===== config.mk =====
export PLATFORM = sky130hd
export DESIGN_NAME = clk_period_meter
export DESIGN_NICKNAME = d
export VERILOG_FILES = /design/src/rtl/clk_meter_pkg.sv /design/src/rtl/sync_edge_det.sv /design/src/rtl/clk_period_meter.sv
export SDC_FILE = /design/constraint.sdc
export NUM_CORES = 1
export LEC_CHECK = 0
export CAP_MARGIN = 25
export CORE_MARGIN = 3
export CORE_UTILIZATION = 55
export CTS_CLUSTER_SIZE = 12
export DETAILED_ROUTE_END_ITERATION = 16
export PLACE_DENSITY = 0.87
export SKIP_CTS_REPAIR_TIMING = 1
export SLEW_MARGIN = 20
export SYNTH_ARGS = -nofsm -noshare
export SYNTH_HDL_FRONTEND = slang
export SYNTH_HIERARCHICAL = 1
export SYNTH_SLANG_ARGS = --single-unit

===== constraint.sdc =====
create_clock -name clk -period 2.5 [get_ports clk]
set_clock_uncertainty 0.05 [all_clocks]
set_input_delay 0.375 -clock clk [delete_from_list [all_inputs] [get_ports clk]]
set_output_delay 0.375 -clock clk [all_outputs]
set_load 0.02 [all_outputs]

===== src/rtl/clk_meter_pkg.sv =====
// clk_meter_pkg: shared types and defaults for the clk_in period meter.
// Holds the measurement FSM encoding and default counter sizing.
`timescale 1ns/1ps
package clk_meter_pkg;

   typedef enum logic [1:0] {
      IDLE    = 2'd0,
      ARM     = 2'd1,
      MEASURE = 2'd2
   } meter_state_t;

   localparam int CNT_W_DEF   = 33;
   localparam int TIMEOUT_DEF = 100_000_000;

endpackage


===== src/rtl/sync_edge_det.sv =====
// sync_edge_det: brings clk_in into the clk domain and flags its
// rising edges one cycle wide.
`timescale 1ns/1ps
module sync_edge_det (
   input  logic clk,
   input  logic rst_n,
   input  logic d,
   output logic rise
);

   logic s1;
   logic s2;
   logic s3;

   // two-flop synchronizer followed by a history flop for edge detect
   always_ff @(posedge clk or negedge rst_n) begin
      if (!rst_n) begin
         s1 <= 1'b0;
         s2 <= 1'b0;
         s3 <= 1'b0;
      end else begin
         s1 <= d;
         s2 <= s1;
         s3 <= s2;
      end
   end

   assign rise = s2 & ~s3;

endmodule


===== src/rtl/clk_period_meter.sv =====
// clk_period_meter: counts clk cycles between rising edges of a slow
// asynchronous clk_in and hands each period out on a valid/ready pair.
`timescale 1ns/1ps
module clk_period_meter
   import clk_meter_pkg::*;
#(
   parameter int CNT_W   = CNT_W_DEF,
   parameter int TIMEOUT = TIMEOUT_DEF
) (
   input  logic             clk,
   input  logic             rst_n,
   input  logic             clk_in,
   input  logic             en,
   output logic             edge_tick,
   output logic [CNT_W-1:0] period,
   output logic             period_valid,
   input  logic             period_ready,
   output logic             timeout,
   output logic             overrun
);

   localparam logic [CNT_W-1:0] CNT_LAST = CNT_W'(TIMEOUT - 1);
   localparam logic [CNT_W-1:0] CNT_ONE  = CNT_W'(1);

   meter_state_t     state;
   logic [CNT_W-1:0] cnt;
   logic             rise;
   logic             cap;
   logic             load;

   sync_edge_det u_sync (
      .clk   (clk),
      .rst_n (rst_n),
      .d     (clk_in),
      .rise  (rise)
   );

   assign edge_tick = rise & en;

   // a capture is a rise seen while timing; it is only loaded when
   // the output slot is free or being drained in the same cycle
   assign cap  = en & rise & (state == MEASURE);
   assign load = cap & (~period_valid | period_ready);

   // measurement FSM, period counter and result handshake
   always_ff @(posedge clk or negedge rst_n) begin
      if (!rst_n) begin
         state        <= IDLE;
         cnt          <= '0;
         period       <= '0;
         period_valid <= 1'b0;
         timeout      <= 1'b0;
         overrun      <= 1'b0;
      end else if (!en) begin
         state        <= IDLE;
         cnt          <= '0;
         period_valid <= 1'b0;
         timeout      <= 1'b0;
         overrun      <= 1'b0;
      end else begin
         if (period_valid && period_ready && !cap)
            period_valid <= 1'b0;

         if (load) begin
            period       <= cnt;
            period_valid <= 1'b1;
            timeout      <= 1'b0;
         end else if (cap) begin
            overrun      <= 1'b1;
         end

         case (state)
            IDLE: begin
               cnt   <= '0;
               state <= ARM;
            end
            ARM: begin
               if (rise) begin
                  cnt   <= CNT_ONE;
                  state <= MEASURE;
               end else begin
                  cnt   <= '0;
               end
            end
            MEASURE: begin
               // a rise on the last count still wins over the timeout
               if (rise) begin
                  cnt <= CNT_ONE;
               end else if (cnt == CNT_LAST) begin
                  cnt     <= '0;
                  timeout <= 1'b1;
                  state   <= ARM;
               end else begin
                  cnt <= cnt + CNT_ONE;
               end
            end
            default: begin
               cnt   <= '0;
               state <= IDLE;
            end
         endcase
      end
   end

endmodule

* Yosys cells after proc, flatten, opt, wreduce, memory -nomap -nowiden *
Index checks and enable logic that the tools add are counted.

storage, ports and cells
  input port bits = 5
  register bits after elaboration = 74
  output and inout port bits = 37
  logic and storage cells = 54

cells by class
  add/sub/neg operators = 1
  muxes and demuxes = 21
  eq/ne operators = 9
  bitwise gates (word level) = 7
  reductions and logical operators = 7

operators by type and width
  cell                                                                      count
  33-bit two-way mux                                                        3
  33-bit one-hot mux with 2 select lines                                    1
  33-bit by 1-bit adder with 33-bit output (second input constant)          1
  33-bit by 27-bit equality test with 1-bit output (second input constant)  1
  1-bit two-way mux                                                         12
  2-bit two-way mux                                                         4
  3-bit inequality test (second input constant)                             2
  2-bit one-hot mux with 3 select lines                                     1
  1-bit bitwise AND                                                         4
  2-bit AND reduction                                                       2
  3-bit by 1-bit inequality test with 1-bit output (second input constant)  1
  3-bit by 2-bit inequality test with 1-bit output (second input constant)  1
  3-bit AND reduction                                                       1
  2-bit by 1-bit equality test with 1-bit output (second input constant)    1
  2-bit equality test (second input constant)                               1
  1-bit logical AND                                                         2
  2-bit logical NOT                                                         1
  2-bit by 1-bit inequality test with 1-bit output (second input constant)  1
  2-bit inequality test (second input constant)                             1
  1-bit inverter                                                            2
  1-bit logical NOT                                                         1
  1-bit bitwise OR                                                          1

* Depth between registers and ports, before layout *
Gate-level depths: netlist of run 1.

  depth in word-level cells = 10
  mapped depth = 9
  depth with buffers taken out = 7

* By module *
The synthesis of run 1 kept the hierarchy.

by module, submodules not included
  module            seq. area each (um^2)  cells each  area each (um^2)  instances
  clk_period_meter  1776.7                 282         3250.6            1
  sync_edge_det     75.1                   4           88.8              1

* Worst setup path before layout of run 1 *
No wires, ideal clock.

  kind = register -> register
  start point = register cnt[0]
  end point = register state[0]
  stages on the path, launching flop included = 7
  arrival = 1.866 ns
  slack = 0.465 ns
  setup time = 0.119 ns
  clock period less this slack = 2.035 ns
  path buffers = 0
  required time = 2.331 ns
  cells stage by stage = dfrtp_1 -> ha_1 -> nand2_1 -> or3_4 -> o41a_1 -> xnor2_1 -> and2_1

between the ends
  longest elaborated chain between the ends = 3

RTL lines
  element                                                            line                    RTL
  start: declaration                                                 clk_period_meter.sv:26  logic [CNT_W-1:0] cnt;
  start signal: assignment                                           clk_period_meter.sv:94  cnt <= cnt + CNT_ONE;
  33-bit by 27-bit equality test with 1-bit output                   clk_period_meter.sv:89  end else if (cnt == CNT_LAST) begin
  3-bit by 2-bit inequality test with 1-bit output (no source line)  --
  3-bit AND reduction (no source line)                               --
  end signal: assignment                                             clk_period_meter.sv:80  state <= MEASURE;
  end signal: assignment                                             clk_period_meter.sv:92  state <= ARM;
  end signal: assignment                                             clk_period_meter.sv:99  state <= IDLE;
  end: declaration                                                   clk_period_meter.sv:25  meter_state_t state;

No other way between the ends.
A chain may end at the register's enable or synchronous reset.

* Final worst setup path of run 1 *
  start point = register cnt[0]
  end point = register cnt[32]

between the ends
  longest elaborated chain between the ends = 5
  elaborated cells between the ends (all ways) = 6
  those cells by class = 1 x add/sub; 1 x eq/ne; 4 x mux

RTL lines
  element                                                                                                       line                                            RTL
  33-bit by 1-bit adder with 33-bit output or 33-bit by 27-bit equality test with 1-bit output (tied branches)  clk_period_meter.sv:94, clk_period_meter.sv:89
  33-bit two-way mux (*)                                                                                        clk_period_meter.sv:89
  33-bit two-way mux (*)                                                                                        clk_period_meter.sv:87                          if (rise) begin
  33-bit one-hot mux with 2 select lines (*)                                                                    clk_period_meter.sv:72                          case (state)
  33-bit two-way mux (*)                                                                                        clk_period_meter.sv:54                          end else if (!en) begin

Mark *: on every way between the ends. The rest lies on a longest branch, timed or not.

==> results of run 1 <==
==> worst max-delay path by stage <==
| stage | endpoint | slack (ns) |
|---|---|---|
| finish | cnt[32] | 0.28 |
| detailed placement | state[0] | 0.30 |
| global placement | edge_tick | 0.35 |
| floorplan | state[0] | 0.46 |
| CTS | state[0] | 0.29 |
| global route | cnt[32] | 0.21 |
==> registers in the layout, summed over array words and instances, names as in the netlist <==
signal        flops
state             2
u_sync/s2         1
period           33
overrun           1
u_sync/s1         1
u_sync/s3         1
cnt              33
period_valid      1
timeout           1
==> report_power, final <==
group	switching [mW]	leakage, nW	internal [mW]	total, mW
Clock	0.409	0.0962	0.480	0.889
Sequential	0.0198	1.03	1.22	1.24
Combinational	0.106	0.607	0.0905	0.196
Total	0.534	1.73	1.79	2.32
==> cells in the final DEF (no fill, tap or decap), types with 2 or more instances in the layout <==
master	netlist	routed
a21oi_1	5	5
and2_1	2	2
and3_1	3	3
and4_1	2	2
buf_12	0	2
buf_4	1	6
clkbuf_1	7	2
clkbuf_8	0	10
clkdlybuf4s50_1	0	40
clkinv_2	0	2
dfrtp_1	74	74
ha_1	4	4
inv_1	7	7
mux2_2	33	33
nand2_1	12	12
nand2b_1	2	2
nand3_1	14	14
nand4_1	13	13
nor2_1	35	35
nor2b_1	3	3
nor3_1	4	4
nor4_1	6	6
nor4_4	2	2
o21ai_0	5	5
or2_2	3	3
or3_1	3	3
xnor2_1	11	11
xor2_1	16	16
==> per-stage QoR <==
| step | setup WS, ns | hold WS, ns | instance area, um2 | util | instances |
|---|---|---|---|---|---|
| floorplan | 0.465 | 0.0294 | 3340 | - | 286 |
| global placement | 0.350 | 0.284 | 3860 | 0.681 | 396 |
| detailed placement | 0.302 | 0.320 | 3860 | 0.681 | 396 |
| CTS | 0.295 | 0.0175 | 4050 | 0.714 | 411 |
| global route | 0.205 | 0.0225 | 4050 | 0.714 | 411 |
| finish | 0.281 | -0.00593 | 4050 | 0.714 | 411 |
==> worst max-delay path: stages, from the launching register on <==
cell and delay, ns:
dfrtp_1 0.43, ha_1 0.26, nand2_1 0.17, or3_4 0.42, nor3_1 0.31, or2_1 0.20, buf_12 0.18, a21oi_1 0.07
==> cells in the mapped netlist, types with 2 or more instances <==
library cell	number
nor3_1	4
and4_1	2
nor2_1	35
clkbuf_1	7
or2_2	3
mux2_2	33
nor2b_1	3
dfrtp_1	74
o21ai_0	5
ha_1	4
nor4_4	2
and3_1	3
xnor2_1	11
a21oi_1	5
inv_1	7
nand4_1	13
nand2b_1	2
or3_1	3
nor4_1	6
nand2_1	12
xor2_1	16
nand3_1	14
and2_1	2
==> final cells by class <==
type	count	area, um2
clock buffers	12	145
clock inverters	3	40.0
fillers	389	1630
inverters	7	26.3
multi-input cells	194	1410
flip-flops and latches	74	1850
well taps	72	90.1
repair buffers	49	490
==> logic make-up after synthesis <==
group / synth area share
simple gates: 0.191
flops: 0.555
mux: 0.114
xor+xnor: 0.0708
buf+inv: 0.0244
compound gates: 0.0300
fa+ha+maj: 0.0150
==> per-layer routing <==
metal / track usage / vias to the layer above / part of all wire
met4: 0.0760 / 0 / 0.018
met5: 0 / - / 0
met1: 0.269 / 1163 / 0.45
met2: 0.307 / 65 / 0.48
li1: - / 1087 / -
met3: 0.0533 / 14 / 0.049
==> summary by stage, run 1 <==
Run status
The flow ran to the end, but the final reports show violations. The final reports fail on negative hold slack.

Pwr
The leakage power of the design is 1.73 nW. Power spread over the standard cell area amounts to 573 mW/mm2. The completed layout was analyzed and its total power is 2.32 mW.

The worst-case IR drop observed on VDD is 0.371 mV.

Route
The ratio of routed vias to standard cells is 5.67. The final routed DRC violation total is 0. The number of nets still failing antenna checks after routing is 0.

The total number of vias is 2329. The per-cell routed wire length is 15.9 um. Before antenna repair, the detailed router went through 4 iterations. For this block, the initial DRC count from the detailed router was 192. Summed over all layers, the routed wires come to 6520 um.

Timing
The shortest clock period the worst path allows after layout is 2.22 ns. For the final routed database, the setup TNS stands at 0 ns. The final number of max-transition violations is 0. The setup violation total in the final timing report is 0. The fmax is 0.451 GHz. The share of the clock period used by the worst path is 0.888. The slew at the pin with the worst max-slew slack is 0.477 ns. Setup repair after global routing left no endpoint under its margin.

The hold violation total from the final report is 8. The worst-case headroom to the max-slew limit is 0.679. The minimum hold slack is -0.00593 ns.

Floorplanning
The floorplan has 27 rows. The area of the core region is 0.00568 mm2. The number of I/O pins is 42. The initial utilization of the core area, before any placement, comes to 0.588. The chip height is 83.9 um. The die covers 0.00704 mm2. The die is 83.9 um wide.

Global routing
Entering global routing, the biggest net connects 75 pins. The number of antenna violations at the first check in global routing came to 0. For this run, the total global-route usage over all layers was measured as 0.199. The wire length of the first global-routing pass is 11200 um.

The number of global-route vias before repair is 2307. Summed over all layers, the global routing overflow is 0.

Synth
The share of the Yosys chip area taken by registers is 0.555. Synthesis produced 286 cells. Sorting the synthesized cells by area gives the leading types as dfrtp_1 (55%), mux2_2 (11%), xor2_1 (4.2%). The number of library cell types mapped by synthesis is 43. The mean area per synthesized cell is 11.7 um2. For this run, the number of Yosys warnings is 6. For this run, asynchronously set or reset flops after synthesis account for 1.00.

Yosys mapped a number of flops with a built-in enable equal to 0. The library cell occupying the most area in the post-synthesis netlist is dfrtp_1. The most instantiated flip-flop cell in the synthesis netlist is dfrtp_1. Synthesis produced a netlist with a net count of 295.

The netlist area before placement is 0.00334 mm2. The share of synthesized area in the top cell type comes to 0.555. The synthesized flop and latch total is 74.

Cells and area
The number of antenna diodes in the final layout is 0. The area growth from synthesis to layout is 21.3%. In the final layout, the share of cells above drive strength 1 is 0.192. The final layout net count is 344.

CTS
The clock transition at the registers of the reported paths is 0.07 ns. In this run the number of H-tree levels came out at 3. Clock tree synthesis found a total of 74 sinks.

The number of clock buffers added by TritonCTS is 9. TritonCTS built the clock tree. No sink is reached through more buffers than the 2 on the longest clock path.

The insertion delay to the later sink of the worst-skew pair is 0.34 ns. The cell chosen for the clock root is clkbuf_8.

Critical path
Counting cells, the worst reg-to-reg path comes to 7. STA classifies the critical path endpoint as a flip-flop. The startpoint of the worst register-to-register path is cnt[0]. The worst register-to-register path has a setup slack of 0.28 ns.

STA puts the critical path data required time at 2.67 ns. Of all nets on the critical path, the largest fanout is 29. In this run the worst setup path begins at cnt[0]. The worst setup path is launched from a flip-flop. The critical path is of the reg -> reg type. The data arrival at the endpoint of the critical path is 2.39 ns. The endpoint identified for the worst register-to-register timing path is cnt[32].

Worst hold path
The type of the most critical hold path is in -> async.

Place
Once detailed placement completed, the half-perimeter wirelength came to 4540 um. Port buffering added 41 buffers. The placer's final routability congestion estimate is 0.867.

Flow run
The number of maximum-capacitance constraint violations is 0.
No activity file was read; power rests on OpenSTA's default activity.
==> run 2: changes to the inputs <==
==> constraint.sdc (replaced) <==
create_clock -name clk -period 2.5 [get_ports clk]
set_clock_uncertainty 0.05 [all_clocks]
set_input_delay 0.5 -clock clk [delete_from_list [all_inputs] [get_ports clk]]
set_output_delay 0.5 -clock clk [all_outputs]
set_load 0.02 [all_outputs]
==> run 2 against run 1 <==
  * The flow now finishes without violations
  * Total power fell by 2.2%
  * Worst setup slack worse by 0.050 ns
  * Sequential share of layout area hardly changed
  * Critical path type unchanged
==> summary by stage, run 2 (synthesized netlist as in run 1, its figures left out) <==
Timing
The fmax is 0.441 GHz. The setup violation total in the final timing report is 0. Setup repair after global routing left no endpoint under its margin. Summed over all failing endpoints, the final setup total negative slack is 0 ns.

The hold violation total from the final report came to 0. The final number of max-transition violations is 0. Dividing the final minimum period by the clock period gives 0.908. The slew at the pin with the worst max-slew slack is 0.513 ns.

The worst-case headroom to the max-slew limit is 0.655. The shortest clock period the worst path allows after layout is 2.27 ns.

Pwr
The leakage power of the design is 1.73 nW. The power density over the cells is 560 mW/mm2. The design draws 2.27 mW. The worst IR drop on VDD is 0.365 mV.

CTS
The insertion delay to the later sink of the worst-skew pair is 0.33 ns. The clock sink count is 74. The maximum number of buffers from clock root to sink is 2.

Counting the buffers created by CTS gives 9. After clock tree synthesis, the clock-pin slew on the worst setup and hold paths is 0.07 ns. TritonCTS built the clock tree.

The H-tree was split into 3 levels. The cell chosen for the clock root is clkbuf_8.

Floorplanning
The area of the core region is 0.00568 mm2. The die outline area is 0.00704 mm2. From left edge to right edge, the die measures 83.9 um. For this configuration, the core starts out at a cell density of 0.588. The number of rows in the core area is 27. The floorplan step set the die height to 83.9 um. Pin placement for this block handled 42 I/O pins.

Critical path
Of all nets on the critical path, the largest fanout is 21. STA classifies the critical path startpoint as a flip-flop. The category of the most critical setup path is reg -> reg. For the worst setup path, the data arrival time is 2.44 ns. The endpoint kind of the worst setup timing path is a flip-flop. For the worst setup path, the data required time is 2.67 ns.

Route
The number of iterations in the first detailed-routing pass is 4. Dividing the detail-routed via count by the number of cells gives 5.61. The total number of vias is 2324.

The count of nets left with antenna violations once routing finished came out at 0. The initial detailed-routing violation count is 146. The per-cell routed wire length is 15.4 um. The final layout contains routed wiring with a total length of 6390 um. For this run, design rule violations remaining after detail routing come to 0.

Global routing
The pin count of the biggest net entering global routing is 75. The number of global-route vias before repair is 2360. After global routing the overflow that remains totals 0. For this run, the total global-route usage over all layers was measured as 0.198.

The number of antenna violations at the first check in global routing is 0. The first global-routing pass estimated 11100 um of wire.

Cells and area
The most common library cell in the layout ignoring fill and taps is dfrtp_1. The final layout net count is 346. In the final layout, the share of cells above drive strength 1 is 0.196.

The repair_antennas step left the layout with diodes totalling 0. The total non-filler cell area in the finished layout is 0.00405 mm2. The growth of design area from synthesis to finish is 21.3%. In the layout the commonest cells are dfrtp_1 (74), clkdlybuf4s50_1 (40), nor2_1 (35), mux2_2 (33), xor2_1 (16).

The largest registers in the layout are cnt: 33 flops, period: 33 flops, state: 2 flops.

Worst hold path
The min-delay analysis places its worst path in the category in -> async.

Place
The count of port buffers added during placement is 41. Once placement finished, the instance area stood at 0.00387 mm2. The total half-perimeter wirelength after legalization and detailed placement is 4520 um. The placer's final routability congestion estimate is 0.915.

Flow run
The number of maximum-capacitance constraint violations is 0.

Run status
The run finished with clean final reports.
-- run 2: cell count changes in the layout (fill, tap and decap cells not counted) --
cell        delta
buf_12         -1
buf_4          +3
bufinv_16      -1
clkbuf_1       +1
clkbuf_8       +2
clkinv_2       -2
clkinvlp_4     +1
-- run 2: cell type report --
type	instances	area [um2]
clock buffer	15	176
clock inverter	1	7.51
fill	388	1620
inverter	7	26.3
multi-input combinational	194	1410
sequential	74	1850
tap	72	90.1
timing repair buffer	51	493
-- run 2: path summary, 6_finish.rpt --
| path | slack [ns] | end | from | cells past startpoint |
|---|---|---|---|---|
| min | 0.13 | period[29] | rst_n | 2 |
| max in group asynchronous | 1.96 | period[7] | rst_n | 2 |
| max reg2reg | 0.23 | cnt[3] | cnt[0] | 7 |
| max | 0.23 | cnt[3] | cnt[0] | 7 |
| min in group clk | 0.31 | u_sync/s2 | u_sync/s1 | 0 |
| min reg2reg | 0.31 | u_sync/s2 | u_sync/s1 | 0 |
-- run 2: per-layer routing --
layer,GRT usage,vias to the layer above,routed length [um]
li1,-,1100,-
met1,0.267,1145,2980
met2,0.302,64,2990
met3,0.0523,15,273
met4,0.0863,0,151
met5,0,-,0
-- run 2: through the flow --
| step | hold WS (ns) | instances | util | setup WS [ns] |
|---|---|---|---|---|
| after CTS | 0.136 | 414 | 0.714 | 0.232 |
| after floorplan | 0.154 | 286 | - | 0.465 |
| after global routing | 0.141 | 414 | 0.714 | 0.00578 |
| final | 0.130 | 414 | 0.714 | 0.230 |
| after detailed placement | 0.290 | 398 | 0.681 | 0.245 |
| after global placement | 0.284 | 398 | 0.681 | 0.246 |
-- run 2: power by group --
part           internal, mW  leakage [nW]  switching, mW
Combinational        0.0904         0.610          0.104
Clock                 0.444        0.0900          0.397
Sequential             1.22          1.03         0.0190
-- run 2: worst max-delay path, stage by stage, from the launching register on --
cell     delay, ns
dfrtp_1       0.42
ha_1          0.26
nand2_1       0.19
or3_4         0.44
nor3_1        0.30
or2_1         0.17
buf_4         0.24
nor2_1        0.08
==> run 3: changes to the inputs <==
--- a/config.mk
+++ b/config.mk
@@ -11,6 +11,7 @@
 export CTS_CLUSTER_SIZE = 12
 export DETAILED_ROUTE_END_ITERATION = 16
 export PLACE_DENSITY = 0.87
+export REMOVE_ABC_BUFFERS = 1
 export SKIP_CTS_REPAIR_TIMING = 1
 export SLEW_MARGIN = 20
 export SYNTH_ARGS = -nofsm -noshare
==> run 3 against run 2 <==
  * Register-to-register slack improved by 0.12 ns
  * Critical path depth decreased by 4
  * Routed wire length grew 0.88%
  * Final cell count unchanged
  * Cell area is 0.56% higher
  * Worst setup slack better by 0.019 ns
  * Maximum frequency is 0.82% higher
  * Critical path type is now in -> out
  * Highest routed layer unchanged
==> summary by stage, run 3 (synthesized netlist as in run 1, its figures left out) <==
Floorplanning
In this run the vertical extent of the chip is 83.9 um. The floorplan step defined a die boundary enclosing 0.00704 mm2. 42 I/O pins were placed. For this configuration, the core starts out at a cell density of 0.588.

The die is 83.9 um wide. The number of rows in the core area is 27. The area of the core region is 0.00568 mm2.

Place
Timing analysis after detailed placement gives a worst setup slack of 0.244 ns. The count of buffers added on input and output ports is 41. The total half-perimeter wirelength after legalization and detailed placement is 4480 um. The congestion estimate from routability-driven global placement came to 0.810.

Critical path
The number of cells traversed by the worst register-to-register path is 7. STA classifies the critical path startpoint as an input pin. The required time of the critical path is 1.95 ns.

Data arrives at the worst endpoint at 1.70 ns. The endpoint kind of the worst setup timing path is a primary output. The largest fanout on the critical path is 2.

The setup path with the least slack is of type in -> out.

CTS
In this run the deepest clock path goes through 2 buffers. The number of CTS-inserted buffers is 9. The TritonCTS clock tree is built. At the later pin of the worst-skew pair, clock insertion delay measures 0.35 ns.

The cell chosen for the clock root is clkbuf_8. The clock sink count is 74. Clock-pin slew was measured on the worst setup and hold paths at 0.08 ns.

The deepest level of the CTS H-tree is 3.

Cells and area
The post-route core utilization is 0.718. The number of antenna diodes in the final layout is 0. The share of post-route cells with drive strength above 1 is 0.205. In the final layout, the registers with the most flip-flops are cnt: 33 flops, period: 33 flops, state: 2 flops. In the layout the commonest cells are dfrtp_1 (74), clkdlybuf4s50_1 (40), nor2_1 (35), mux2_2 (33), xor2_1 (16).

The final layout net count is 346. Compared with the post-synthesis result, the final layout area differs by 22.0%. The most common library cell in the layout ignoring fill and taps is dfrtp_1.

Pwr
The part of the total power dissipated in combinational logic is 0.086. In this run the power spent charging and discharging nets is 0.565 mW. Of the total power, the clock network draws 0.384.

The worst IR drop on VDD is 0.383 mV. The fraction of power consumed by sequential logic is 0.530. The power density over the cells is 572 mW/mm2.

The leakage power of the design is 1.74 nW. Internal power comes to 1.76 mW. Of the total power, the share spent switching nets is 0.243.

Route
The ratio of routed vias to standard cells is 5.71. The number of iterations in the first detailed-routing pass is 4. Dividing the detail-routed wire length by the instance count gives 15.6 um. For this run, design rule violations remaining after detail routing come to 0.

The number of nets still failing antenna checks after routing is 0. The routed layout has 2365 vias. The detailed router finished its first iteration with 168 violations. The wire length after detailed routing is 6450 um.

Timing
Setup repair after global routing left no endpoint under its margin. Final hold analysis gives a worst-case slack of 0.116 ns. At the pin with the least slew margin, the transition time is 0.499 ns. The worst-case headroom to the max-slew limit is 0.665. Once routing completed, OpenROAD measured the worst setup slack at 0.249 ns.

The hold violation total from the final report came to 0. The final number of max-transition violations came to 0. The post-route setup TNS is 0 ns. The shortest clock period the worst path allows after layout is 2.25 ns. Derived from the worst setup path, the maximum achievable clock frequency is 0.444 GHz.

In the finished design, the share of the clock period the worst path needs comes to 0.900. Setup violations remaining at the end of the flow were counted as 0.

Global routing
Entering global routing, the biggest net connects 75 pins. The first global-routing pass estimated 11500 um of wire. The leftover overflow at the end of global routing is 0. The number of antenna violations at the first check in global routing is 0.

The number of global-route vias before repair is 2428. In the global route stage, overall resource usage came out at 0.203.

Run status
The run finished with clean final reports.

Flow run
The tool flagged a number of max-cap violations equal to 0.

Worst hold path
The tightest min-delay check is of the in -> async type.
## run 3: changes by cell type in the layout (fill, tap and decap cells not counted), moves of 2 or more
cell and delta:
clkbuf_1 -3, clkbuf_8 -3, clkinv_2 +3, clkinv_4 +2
## run 3: metal layers
layer  GRT usage  wire (um)  up-vias
li1            -          -     1094
met4      0.0863        129        0
met2       0.327       3190       77
met5           0          0        -
met3      0.0484        292       16
met1       0.264       2830     1178
## run 3: critical path, stage by stage
cell and delay, ns:
clkdlybuf4s50_1 0.47, and2_1 0.13, clkdlybuf4s50_1 0.60
## run 3: final timing paths
kind                       slack (ns)       from          to
setup reg to reg                 0.35     cnt[0]     cnt[30]
setup / recovery                 0.25         en   edge_tick
hold / removal                   0.12      rst_n  period[31]
min in group clk                 0.30  u_sync/s1   u_sync/s2
hold reg to reg                  0.30  u_sync/s1   u_sync/s2
max in group asynchronous        1.98      rst_n      cnt[1]
## run 3: final cells by class
type | instances | area (um2)
Sequential cell | 74 | 1850
Fill cell | 396 | 1600
Multi-Input combinational cell | 194 | 1410
Timing Repair Buffer | 51 | 505
Clock buffer | 9 | 124
Tap cell | 72 | 90.1
Clock inverter | 7 | 70.1
Inverter | 7 | 26.3
## run 3: metrics by stage
| step | cells | area [um2] | power, mW |
|---|---|---|---|
| floorplan | 275 | 3280 | 1.38 |
| global placement | 398 | 3880 | 1.44 |
| detailed placement | 398 | 3880 | 1.45 |
| CTS | 414 | 4070 | 2.35 |
| global route | 414 | 4070 | 2.44 |
| finish | 414 | 4070 | 2.33 |
## run 3: power by group through the flow
stage	logic (mW)	registers (mW)	clock network, mW
floorplan	0.122	1.26	0
global placement	0.188	1.26	0
detailed placement	0.197	1.26	0
CTS	0.200	1.23	0.914
global route	0.227	1.24	0.973
finish	0.200	1.23	0.895
